$ cat src/rtl/imem_loader.sv
`default_nettype none
// ============================================================================
// imem_loader: framed byte-stream boot loader for instruction memory.
// Holds the CPU in reset until the program has loaded and its checksum matches.
// Revision: 1.0
// ============================================================================
module imem_loader #(
  parameter int DEPTH = 256
) (
  input  logic        clk_i,
  input  logic        rst_i,
  input  logic [7:0]  byte_i,
  input  logic        byte_valid_i,
  output logic        byte_ready_o,
  output logic        we_o,
  output logic [31:0] waddr_o,
  output logic [31:0] wdata_o,
  output logic        cpu_rst_o,
  output logic        done_o,
  output logic        err_o
);

  typedef enum logic [2:0] {
    S_LEN0 = 3'd0,
    S_LEN1 = 3'd1,
    S_DATA = 3'd2,
    S_CSUM = 3'd3,
    S_DONE = 3'd4,
    S_ERR  = 3'd5
  } state_t;

  localparam logic [16:0] C_DEPTH = 17'(DEPTH);

  state_t      state_q, state_d;
  logic [15:0] cnt_q, cnt_d;
  logic [15:0] idx_q, idx_d;
  logic [7:0]  xor_q, xor_d;
  logic [1:0]  lane_q, lane_d;
  logic [23:0] asm_q, asm_d;
  logic        we_q, we_d;
  logic [31:0] waddr_q, waddr_d;
  logic [31:0] wdata_q, wdata_d;

  logic        w_accept;
  logic [15:0] w_len;

  assign byte_ready_o = rst_i && (state_q != S_DONE) && (state_q != S_ERR);
  assign w_accept     = byte_valid_i && byte_ready_o;
  assign w_len        = {byte_i, cnt_q[7:0]};

  always_comb begin
    state_d = state_q;
    cnt_d   = cnt_q;
    idx_d   = idx_q;
    xor_d   = xor_q;
    lane_d  = lane_q;
    asm_d   = asm_q;
    we_d    = 1'b0;
    waddr_d = waddr_q;
    wdata_d = wdata_q;
    if (w_accept) begin
      // The checksum byte itself is compared, never folded into the running XOR.
      if (state_q != S_CSUM) begin
        xor_d = xor_q ^ byte_i;
      end
      unique case (state_q)
        S_LEN0: begin
          cnt_d[7:0] = byte_i;
          state_d    = S_LEN1;
        end
        S_LEN1: begin
          cnt_d[15:8] = byte_i;
          if ({1'b0, w_len} > C_DEPTH) begin
            state_d = S_ERR;
          end else if (w_len == 16'd0) begin
            state_d = S_CSUM;
          end else begin
            state_d = S_DATA;
          end
        end
        S_DATA: begin
          lane_d = lane_q + 2'd1;
          asm_d  = {byte_i, asm_q[23:8]};
          if (lane_q == 2'd3) begin
            we_d    = 1'b1;
            waddr_d = {14'd0, idx_q, 2'b00};
            wdata_d = {byte_i, asm_q};
            idx_d   = idx_q + 16'd1;
            if (idx_q + 16'd1 == cnt_q) begin
              state_d = S_CSUM;
            end
          end
        end
        S_CSUM: begin
          state_d = (byte_i == xor_q) ? S_DONE : S_ERR;
        end
        default: begin
          state_d = state_q;
        end
      endcase
    end
  end

  always_ff @(posedge clk_i or negedge rst_i) begin
    if (!rst_i) begin
      state_q <= S_LEN0;
      cnt_q   <= 16'd0;
      idx_q   <= 16'd0;
      xor_q   <= 8'd0;
      lane_q  <= 2'd0;
      asm_q   <= 24'd0;
      we_q    <= 1'b0;
      waddr_q <= 32'd0;
      wdata_q <= 32'd0;
    end else begin
      state_q <= state_d;
      cnt_q   <= cnt_d;
      idx_q   <= idx_d;
      xor_q   <= xor_d;
      lane_q  <= lane_d;
      asm_q   <= asm_d;
      we_q    <= we_d;
      waddr_q <= waddr_d;
      wdata_q <= wdata_d;
    end
  end

  assign we_o      = we_q;
  assign waddr_o   = waddr_q;
  assign wdata_o   = wdata_q;
  assign done_o    = (state_q == S_DONE);
  assign err_o     = (state_q == S_ERR);
  assign cpu_rst_o = (state_q == S_DONE);

endmodule
`default_nettype wire

$ cat config.mk
export PLATFORM = sky130hd
export DESIGN_NAME = imem_loader
export DESIGN_NICKNAME = d
export VERILOG_FILES = /design/src/rtl/imem_loader.sv
export SDC_FILE = /design/constraint.sdc
export NUM_CORES = 1
export LEC_CHECK = 0
export ABC_AREA = 1
export CAP_MARGIN = 20
export CORE_ASPECT_RATIO = 1.2
export CORE_UTILIZATION = 55
export DETAILED_ROUTE_END_ITERATION = 10
export PLACE_DENSITY = 0.81
export RECOVER_POWER = 25
export SLEW_MARGIN = 20
export SYNTH_ARGS = -nofsm -noshare
export SYNTH_HDL_FRONTEND = slang
export SYNTH_SLANG_ARGS = --single-unit
$ cat constraint.sdc
create_clock -name clk_i -period 3.6 [get_ports clk_i]
set_input_delay 0.54 -clock clk_i [delete_from_list [all_inputs] [get_ports clk_i]]
set_output_delay 0.54 -clock clk_i [all_outputs]
set_load 0.01 [all_outputs]
---- Word-level counts from Yosys, hierarchy flattened ----
Cells that the tools add are included.
storage, ports and cells
  register bits after elaboration ......... 118
  input bits .............................. 11
  logic and storage cells ................. 48
cells by class
  add/sub/neg operators ................... 2
  magnitude comparators ................... 1
  equal/unequal tests ..................... 13
  mux-type cells .......................... 9
  bitwise logic cells ..................... 1
  reduce and logical (&&, ||, !) cells .... 12
operators by type and width
  kind                     number
  $add A16 B1 Y16 const B  1
  $eq A16 B16 Y1           1
  $gt A16 B9 Y1 const B    1
  $logic_not A16 Y1        1
  $pmux W3 S4              1
  $mux W3                  3
  $eq A8 B8 Y1             1
  $reduce_and A2 Y1        4
  $xor A8 B8 Y8            1
  $eq A3 B2 Y1 const B     2
  $eq A3 B3 Y1 const B     2
  $ne A3 B3 Y1 const B     2
  $mux W1                  5
  $ne A2 B2 Y1 const B     2
  $reduce_and A4 Y1        1
  $reduce_bool A4 Y1       1
  $eq A3 B1 Y1 const B     1
  $logic_and A1 B1 Y1      3
  $logic_not A3 Y1         1
  $ne A3 B2 Y1 const B     1
  $reduce_and A3 Y1        1
  $add A2 B1 Y2 const B    1
  $eq A2 B2 Y1 const B     1

---- Longest topological paths before layout ----
  word-level depth ........................ 5
  gate-level depth with buffers ........... 16
  gate-level depth less buffers ........... 16

---- Least setup slack after synthesis ----
OpenSTA, ideal clock, no wires.
  path kind ............................... in2reg
  from .................................... in rst_i
  to ...................................... reg lane_q[1]
  library setup time ...................... 125 ps
  data arrival time ....................... 1545 ps
  data required time ...................... 3475 ps
  slack ................................... 1930 ps
  cell stages on the path ................. 6
  buffers on the path ..................... 1
  path through ............................ inv_1 > a21oi_2 > nand2_1 > nor2_4 > buf_2 > mux2_2
between the ends
  cells in the longest elaborated chain, start to end .. 4
RTL lines
  item                               RTL line  RTL
  from (decl)                        11        input logic rst_i,
  $logic_and A1 B1 Y1 (2 in series)  47        assign byte_ready_o = rst_i && (state_q != S_DONE) && (state_q != S_ERR);
  net byte_ready_o                   14        output logic byte_ready_o,
  $logic_and A1 B1 Y1                48        assign w_accept = byte_valid_i && byte_ready_o;
  $reduce_and A2 Y1 (no line)        --
  to (signal assigned)               120       lane_q <= lane_d;
  to (decl)                          38        logic [1:0] lane_q, lane_d;
The timed path passes the listed nets, and every way through them passes these cells.
A chain may end at the register's enable or synchronous reset.

---- Worst setup path in the final report ----
  from .................................... reg state_q[1]
  to ...................................... reg idx_q[13]
between the ends
  cells in the longest elaborated chain, start to end .. 5
  elaborated cells between the ends (all ways) .. 7
RTL lines
  item                               RTL line  RTL
  from (decl)                        34        state_t state_q, state_d;
  from (signal assigned)             116       state_q <= state_d;
  $ne A3 B3 Y1                       47
  $logic_and A1 B1 Y1 (2 in series)  47
  $logic_and A1 B1 Y1                48
  $reduce_and A3 Y1 (no line) (*)    --
  to (signal assigned)               118       idx_q <= idx_d;
  to (decl)                          36        logic [15:0] idx_q, idx_d;
Mark *: on every way between the ends. The rest lies on a longest branch, timed or not.

==> flow_summary.ini <==
[cts]
clkTransAtPathRegs_ns = 0.05
post_cts_buffers = 0
cts_max_level = 4
cts-root-buf = clkbuf_16
clock-sinks = 118
numCtsBuffers = 17
ctsResizeCount = 0
cts_hold_buf = 0
clk_path_buf_depth = 2
cts_tree = built
clk_latency_ns = 0.41

[routing]
vias = 4527
drt-met1-wl_um = 5235
first_pass_iters = 5
wl_met2_um = 6442
highest_layer = met4
drtIter0Drc = 367
route.detailed.drc = 0
antenna_left = 0
met3WireLength_um = 784
vias_per_cell = 5.307
wl_per_cell_um = 14.98
finalWirelength_um = 12780

[timing]
hold_ws_ns = 0.4757
tightest_slew_ns = 0.9453
hold_viol = 0
setup_viol = 0
setup-tns-final_ns = 0
slew_viol_final = 0
rsz0062_at_grt = false
finalCritPeriodShare_pct = 67.01
min_period_ns = 2.412
timing.fmax_mhz = 414.6
relSlewSlack_pct = 36.75
fin_skew_ns = 0.005983

[critical_path]
crit_family = simple AND/OR/NAND/NOR gates
crit_path_max_incr_delay_ns = 0.50
worst_path_max_delay_cell = inv_1
start_kind = flip-flop
crit_arrival_ns = 2.74
r2r-start = state_q[1]
required_ns = 3.92
r2r_setup_slack_ns = 1.19
critPathCaptureType = flip-flop
crit_chain = inv_1 > nor3_1 > inv_1 > nor2_1 > nand2_4 > inv_1 > nand3_1 > o21ai_0
crit_top_cell = inv_1
r2r_end = idx_q[13]
crit_fanout = 69
worst-setup-path-type = flip-flop to flip-flop
worst-r2r-cell-count = 8
critical_path_buf_inv_count = 3

[grt]
overflow = 0
antenna_found_initial = 0
grt_first_pass_wirelength_um = 21420
grt_pass1_vias = 4429
track_usage_pct = 26.88
grt_start_max_net_pins = 72

[logic_synthesis]
syn-cell-area_mm2 = 0.005497
yosys.area.top_type = dfrtp_1
yosys_warnings = 0
ys_top_cells_by_area = dfrtp_1 (54%), nand2_1 (13%), o21ai_0 (6.3%), inv_1 (5.3%), nand3_1 (3.8%)
yosysUniqueCellTypes = 30
ys_ff_latch = 118
synth_area_per_cell_um2 = 8.417
synthCells = 653
yosysSeqAreaShare_pct = 53.72
synth.top_cell.area_share_pct = 53.72

[worst_hold_path]
min_path_cells = 1
hold_end = lane_q[0]
worstHoldStart = lane_q[0]
min_path_type = flip-flop to flip-flop

[outcome]
outcome = completed

[die]
coreArea_mm2 = 0.009613
top_level_ports = 80
rows = 39
initial_utilization_pct = 57.18
die_w_um = 93.26
dieArea_mm2 = 0.01040
die_height_um = 111.5

[power_and_ir_drop]
p_per_area_mw_per_mm2 = 475.8
max-vdd-ir-drop_mv = 0.3508
power.leakage_nw = 3.286

[layout]
diodes = 0
final_net_count = 730
area_growth_pct = 23.04
fill_cells = 714
layout-drive-gt1-share_pct = 8.630

[placed_design]
dp_hpwl_um = 8715
numPortBuffers = 63
gp_congestion = 0.9116

[job]
maxCapViolCount = 0
placed cells by master, fill, tap and decap left out, types with 5 or more instances in the layout:
master           count
clkbuf_16           17
mux2_2               9
dfrtp_1            118
nand4_1              8
nor2_1              25
inv_1               79
o21ai_0             69
nand2_2              6
nor2_2               5
conb_1              16
xor2_1              11
nand2_1            191
clkinvlp_4           6
clkdlybuf4s50_1     62
nand3_1             42
o21ai_1             30
where the power goes:
group	switching (W)	internal [W]	total, W
Combinational	0.0000655	0.0000229	0.0000884
Clock	0.000616	0.00116	0.00177
Sequential	0.00000929	0.00135	0.00135
through the flow:
stage	total power [W]	cells	instance area (um^2)	util (%)	setup slack, ns
detailed placement	0.001467	821	6155	64.02	1.110
CTS	0.003233	853	6785	70.58	1.303
floorplan	0.001421	668	5553	-	1.930
global placement	0.001462	821	6155	64.02	1.190
global route	0.003316	853	6763	70.35	0.9216
finish	0.003218	853	6763	70.35	1.188
cell families after synthesis:
kind of cell | synth area share, %
simple gates | 22.65
flops | 53.72
buf+inv | 9.378
compound gates | 9.720
xor+xnor | 2.162
mux | 1.844
fa+ha+maj | 0.4552
other cells | 0.06822
metal layers:
layer  track usage (%)  vias up
met5                 0        -
met2             43.73      166
met4             11.90        0
li1                  -     2177
met3             6.694       30
met1             33.90     2154
worst reg2reg max path: stages (launching register included):
cell	delay, ns
dfrtp_1	0.41
inv_1	0.09
nor3_1	0.27
inv_1	0.13
nor2_1	0.26
nand2_4	0.41
inv_1	0.52
nand3_1	0.13
o21ai_0	0.11
worst max-delay path by stage:
stage	from	depth (start not counted)	to	slack, ns
6_report	state_q[1]	8	idx_q[13]	1.19
3_5_place_dp	byte_valid_i	7	idx_q[13]	1.11
3_3_place_gp	byte_valid_i	6	wdata_o[31]	1.19
2_1_floorplan	rst_i	6	lane_q[1]	1.93
5_1_grt	state_q[1]	8	idx_q[6]	0.92
4_1_cts	state_q[1]	4	done_o	1.30
synth_stat cells:
library cell and n:
nand2_1 191, dfrtp_1 118, inv_1 78, o21ai_0 69
nand3_1 42, o21ai_1 30, nor2_1 23, buf_4 17
xor2_1 11, buf_2 10, clkbuf_1 9, mux2_2 9
nand4_1 8, nand2_2 7, nor2_2 6, nor2_4 4
a21oi_1 3, nor3_1 3, ha_1 2, inv_2 2
nor4_1 2, a21boi_0 1, a21oi_2 1, and2_2 1
buf_1 1, conb_1 1, nand3_2 1, nor3_2 1
o21bai_1 1, xnor3_1 1
flip-flops by register name (all words and copies together) (netlist names):
signal,cells
asm_q,24
lane_q,2
wdata_o,32
we_o,1
state_q,3
idx_q,16
waddr_o,16
xor_q,8
cnt_q,16
final cells by class:
type	instances	area (um^2)	share of cell area, %
inverter	80	300.3	4.440
multi-input combinational	433	2071	30.62
tap	123	153.9	2.276
timing repair buffer	67	654.4	9.676
clock buffer	17	425.4	6.290
sequential	118	2953	43.66
clock inverter	15	205.2	3.034
Note: power is estimated with default switching activity, not from simulation.
